**config.mk**
```make
export PLATFORM = sky130hd
export DESIGN_NAME = uart_tx_fifo
export DESIGN_NICKNAME = d
export VERILOG_FILES = /design/src/rtl/uart_pkg.sv /design/src/rtl/uart_fifo_ram.sv /design/src/rtl/uart_tx_fifo.sv
export SDC_FILE = /design/constraint.sdc
export NUM_CORES = 1
export LEC_CHECK = 0
export ABC_AREA = 1
export CAP_MARGIN = 5
export CORE_ASPECT_RATIO = 0.6
export CORE_MARGIN = 3
export CORE_UTILIZATION = 60
export CTS_BUF_LIST = sky130_fd_sc_hd__clkbuf_8
export CTS_CLUSTER_DIAMETER = 80
export DETAILED_ROUTE_END_ITERATION = 10
export PLACE_DENSITY = 0.76
export SLEW_MARGIN = 25
export SYNTH_ARGS = -nofsm -noshare
export SYNTH_HDL_FRONTEND = slang
export SYNTH_SLANG_ARGS = --single-unit
```
**constraint.sdc**
```tcl
create_clock -name clk -period 2.64 [get_ports clk]
set_input_delay 0.264 -clock clk [delete_from_list [all_inputs] [get_ports clk]]
set_output_delay 0.264 -clock clk [all_outputs]
set_load 0.02 [all_outputs]
```
**src/rtl/uart_pkg.sv**
```systemverilog
// Shared definitions for the uarttx feeder: byte width and drain FSM states.
package uart_pkg;

  localparam int UART_BYTE_W = 8;

  typedef enum logic [1:0] {
    ST_IDLE      = 2'd0,
    ST_LAUNCH    = 2'd1,
    ST_WAIT_BUSY = 2'd2,
    ST_WAIT_DONE = 2'd3
  } tx_state_e;

endpackage

```
**src/rtl/uart_fifo_ram.sv**
```systemverilog
// DEPTH x byte storage: one synchronous write port and one asynchronous read port.
module uart_fifo_ram
  import uart_pkg::*;
#(
  parameter int DEPTH = 16,
  parameter int AW    = $clog2(DEPTH)
) (
  input  logic                   clk,
  input  logic                   wr_en_i,
  input  logic [AW-1:0]          wr_addr_i,
  input  logic [UART_BYTE_W-1:0] wr_data_i,
  input  logic [AW-1:0]          rd_addr_i,
  output logic [UART_BYTE_W-1:0] rd_data_o
);

  logic [UART_BYTE_W-1:0] mem_q [DEPTH];

  // NOTE: contents are deliberately not reset; the pointers alone decide which
  // entries are valid, and a resettable array would cost a flop per bit.
  // Sequential state is always assigned with <= so every reader sees the
  // pre-edge value regardless of block evaluation order.
  always_ff @(posedge clk) begin
    if (wr_en_i) begin
      mem_q[wr_addr_i] <= wr_data_i;
    end
  end

  assign rd_data_o = mem_q[rd_addr_i];

endmodule

```
**src/rtl/uart_tx_fifo.sv**
```systemverilog
// Byte FIFO feeding a uarttx stage: circular buffer plus a four-state drain FSM.
// Defining UART_TX_FIFO_OVERFLOW_EN adds a sticky overflow flag with clear input.
module uart_tx_fifo
  import uart_pkg::*;
#(
  parameter int DEPTH = 16
) (
  input  logic                   clk,
  input  logic                   rst,
  input  logic                   wr_en,
  input  logic [UART_BYTE_W-1:0] wr_data,
  output logic                   full,
  output logic                   empty,
  output logic [$clog2(DEPTH):0] level,
  output logic                   tx_start,
  output logic [UART_BYTE_W-1:0] tx_byte,
  input  logic                   tx_ready
`ifdef UART_TX_FIFO_OVERFLOW_EN
  ,
  input  logic                   clr_overflow,
  output logic                   overflow
`endif
);

  localparam int AW = $clog2(DEPTH);
  localparam logic [AW:0] PTR_ONE = (AW+1)'(1);

  logic [AW:0]            wr_ptr_q, wr_ptr_d;
  logic [AW:0]            rd_ptr_q, rd_ptr_d;
  logic                   push;
  logic                   pop;
  logic [UART_BYTE_W-1:0] head_byte;

  tx_state_e              state_q;
  logic                   tx_start_q;
  logic [UART_BYTE_W-1:0] tx_byte_q;

  // Extra pointer MSB separates "full" from "empty" when the low bits match.
  assign full  = (wr_ptr_q[AW] != rd_ptr_q[AW]) &&
                 (wr_ptr_q[AW-1:0] == rd_ptr_q[AW-1:0]);
  assign empty = (wr_ptr_q == rd_ptr_q);
  assign level = wr_ptr_q - rd_ptr_q;

  assign push = wr_en && !full;
  assign pop  = (state_q == ST_IDLE) && !empty && tx_ready;

  // NOTE: every always_comb output gets a default before any condition, so no
  // path leaves a signal unassigned and no latch is inferred.
  always_comb begin
    wr_ptr_d = wr_ptr_q;
    rd_ptr_d = rd_ptr_q;
    if (push) begin
      wr_ptr_d = wr_ptr_q + PTR_ONE;
    end
    if (pop) begin
      rd_ptr_d = rd_ptr_q + PTR_ONE;
    end
  end

  always_ff @(posedge clk or posedge rst) begin
    if (rst) begin
      wr_ptr_q <= '0;
      rd_ptr_q <= '0;
    end else begin
      wr_ptr_q <= wr_ptr_d;
      rd_ptr_q <= rd_ptr_d;
    end
  end

  uart_fifo_ram #(
    .DEPTH (DEPTH),
    .AW    (AW)
  ) u_ram (
    .clk       (clk),
    .wr_en_i   (push),
    .wr_addr_i (wr_ptr_q[AW-1:0]),
    .wr_data_i (wr_data),
    .rd_addr_i (rd_ptr_q[AW-1:0]),
    .rd_data_o (head_byte)
  );

  // tx_byte only changes on a launch, so it stays valid for the whole frame.
  always_ff @(posedge clk or posedge rst) begin
    if (rst) begin
      state_q    <= ST_IDLE;
      tx_start_q <= 1'b0;
      tx_byte_q  <= '0;
    end else begin
      case (state_q)
        ST_IDLE: begin
          if (pop) begin
            tx_byte_q  <= head_byte;
            tx_start_q <= 1'b1;
            state_q    <= ST_LAUNCH;
          end
        end
        ST_LAUNCH: begin
          tx_start_q <= 1'b0;
          state_q    <= ST_WAIT_BUSY;
        end
        ST_WAIT_BUSY: begin
          if (!tx_ready) begin
            state_q <= ST_WAIT_DONE;
          end
        end
        ST_WAIT_DONE: begin
          if (tx_ready) begin
            state_q <= ST_IDLE;
          end
        end
        default: begin
          tx_start_q <= 1'b0;
          state_q    <= ST_IDLE;
        end
      endcase
    end
  end

  assign tx_start = tx_start_q;
  assign tx_byte  = tx_byte_q;

`ifdef UART_TX_FIFO_OVERFLOW_EN
  logic overflow_q;

  // A drop in the same cycle as a clear keeps the flag set.
  always_ff @(posedge clk or posedge rst) begin
    if (rst) begin
      overflow_q <= 1'b0;
    end else if (wr_en && full) begin
      overflow_q <= 1'b1;
    end else if (clr_overflow) begin
      overflow_q <= 1'b0;
    end
  end

  assign overflow = overflow_q;
`else
  // Pushes into a full FIFO are discarded with no indication.
`endif

endmodule

```
==> flow_summary.ini <==
[detailed_routing]
met1Wirelength_um = 6630
post_drt_via_cell_ratio = 5.29
highest_layer = met4
drc = 0
initialDrtViolationCount = 492
drt-pass1-iter-count = 6
antenna_violating_nets_post_route = 0
wl_met3_um = 1160
dr_wl_met2_um = 6450
detail_route.wirelength_um = 14400
post_drt_wl_per_cell_um = 16.6
routed-via-count = 4588

[cells_and_area]
fin_util_pct = 71.3
fillers = 771
area_delta_synth_final_pct = 13.9
drive_gt1_share_pct = 8.79
design_area_um2 = 7660
commonest_non_fill_non_tap_cells_in_the_layout = nand2_1 (185), edfxtp_1 (128), inv_1 (115)
antenna_fix_cells = 0
final_cells = 867
design.final.nets = 742
layout_commonest_cell = nand2_1

[synthesis]
ys_seq_elements = 149
ys_warn_count = 0
seq_area_frac_synth_pct = 65.0
synthXorXnorAreaFrac_pct = 1.43
post_synth_num_cell_types = 22
synth_top_cell_by_area = edfxtp_1
post_synth_fa_ha_maj_area_fraction_pct = 2.90
synth-simple-area-share_pct = 20.8
dominant_combinational_cell_family_by_area_after_synthesis = simple AND/OR/NAND/NOR gates
syn-cell-area_um2 = 6720
netlist_top_cells_area = edfxtp_1 (57%), nand2_1 (10%), dfrtp_1 (7.8%), nand3_1 (6.7%), inv_1 (6.4%)
synth.top_cell.area_share_pct = 57.2
syn-num-nets = 698
netlist_instances = 671
post_synthesis_mux_area_share_pct = 0.149
fraction_of_the_mapped_netlist_area_in_compound_gates_pct = 0.744
post_synth.cell_area_avg_um2 = 10.0

[grt]
grt_pass1_wl_um = 23000
globalRouteOverflowTotal = 0
grt_start_max_net_pins = 67
grt_pass1_vias = 4260
globalRouteTotalUtil_pct = 24.9
antenna_violations_before_repair = 0

[sta]
setup_viol_count_final = 0
worstMarginPinSlew_ps = 812
fin_crit_sh_pct = 92.7
setup_tns_ps = 0
fmaxAchievable_mhz = 409
timing.final.hold_violations = 0
slew-limit-headroom_pct = 45.8
slew_violations = 0
rsz0062_at_grt = no
fin_skew_ps = 10.3
final.min_clock_period_ps = 2450

[critical_path]
cp_top_family = adder cells
start_kind = register
timing_worst_setup_path_type = reg -> out
timing.critical_path.arrival_ps = 2180
cpPeakStageDelay_ps = 410
cp.required_ps = 2380
rrSetupSlack_ps = 380
worst_path_max_delay_cell = dfrtp_1
critical_path.reg2reg.endpoint = u_ram.mem_q[4][4]
worst_setup_path_end_kind = primary output
cp_cell_sequence = inv_1 -> ha_1 -> fa_1 -> o21ai_0 -> xor2_1 -> clkbuf_2
worst_r2r_path_depth = 10
critical_path.n_buffers_inverters = 2
worst-path-max-fanout = 4
reg2reg_from = rd_ptr_q[3]

[run]
max-cap-violations = 0

[floorplanning]
floorplan.die.height_um = 88
floorplan.core_area_um2 = 10700
initial_core_util_pct = 62.6
fp-row-count = 29
fp.dieArea_um2 = 12600
floorplan.die.width_um = 143
ioPinCount = 28

[power]
leakagePower_nw = 3.45
pwr_density_cell_nw_per_um2 = 1110
vdd_ir_drop_max_uv = 1420
report.power.total_mw = 8.52

[cts]
cts.root.buffer_cell = clkbuf_8
clk_latency_ps = 450
tritoncts_clock_tree = built
clock_sink_count = 149
h_tree_depth = 4
clk_pin_slew_worst_paths_ps = 80
numCtsBuffers = 17
clock_tree.buffer_depth = 2

[outcome]
outcome = completed

[placed_design]
post_dp_cell_area_um2 = 7180
routabilityCongestion = 0.938
post-dp-hpwl_um = 9470
numPlacedInstances = 835
portBuffers = 27

[min_path]
class_of_the_tightest_hold_or_removal_check = in -> async
worst max-delay path by stage:
stage / startpoint / cells past startpoint / endpoint
after floorplan: rd_ptr_q[2] / 11 / u_ram.mem_q[11][0]
after global placement: wr_ptr_q[0] / 6 / level[4]
after detailed placement: wr_ptr_q[0] / 6 / level[4]
after global routing: wr_ptr_q[0] / 6 / level[4]
after CTS: wr_ptr_q[0] / 6 / level[4]
final: wr_ptr_q[0] / 6 / level[4]
metal layers:
metal | global-route usage [%] | vias to the layer above
li1 | - | 2224
met1 | 36.5 | 2134
met2 | 36.2 | 210
met3 | 6.82 | 20
met4 | 8.46 | 0
met5 | 0 | -
where the power goes:
group | internal (mW) | switching (mW)
registers | 2.91 | 0.157
clock network | 1.15 | 0.907
logic | 1.14 | 2.25
total | 5.20 | 3.32
cells by family (layout without fill, tap and decap cells):
group / count (synthesis) / in the layout
muxes: 1 / 1
adders and majority gates: 15 / 15
xor gates and xnor gates: 11 / 11
and+or+nand+nor: 340 / 340
DFF: 149 / 149
buffers and inverters: 145 / 202
AOI/OAI and AO/OA: 10 / 10
cells in the mapped netlist:
master and count:
edfxtp_1 128, inv_1 115, nand2_2 2, nand2_1 185, clkinv_1 1, o21ai_1 1, nand4_1 1, buf_2 15
nor2_2 1, inv_2 5, a21oi_1 4, dfrtp_1 21, nand3_1 90, buf_4 7, xnor2_1 1, xor2_1 10
fa_1 1, o21ai_0 5, buf_6 2, mux2i_1 1, nor2_1 61, ha_1 14
sequential cells by signal, indices dropped and copies added, names as in the netlist:
register	count
tx_start	1
state_q	2
wr_ptr_q	5
u_ram.mem_q	128
rd_ptr_q	5
tx_byte	8
area by class of cell:
cell class	count	area, um^2	share of cell area, %
Clock inverter	15	239	3.12
Multi-Input combinational cell	377	1750	22.8
Inverter	121	454	5.93
Clock buffer	17	234	3.05
Timing Repair Buffer	49	439	5.73
Tap cell	139	174	2.27
Sequential cell	149	4370	57.0
stage by stage:
stage,hold WS [ps],setup WS [ps]
after floorplan,241,282
after global placement,494,278
after detailed placement,502,224
after CTS,266,1.11
after global routing,334,62.8
final,267,194
timing repair:
action | 4_1_cts | 5_1_grt
buffers inserted | 0 | 0
hold buffers | 0 | 0
setup endpoints to repair | 2 | 5
resized for setup | 2 | 6
No activity file was read; power rests on OpenSTA's default activity.
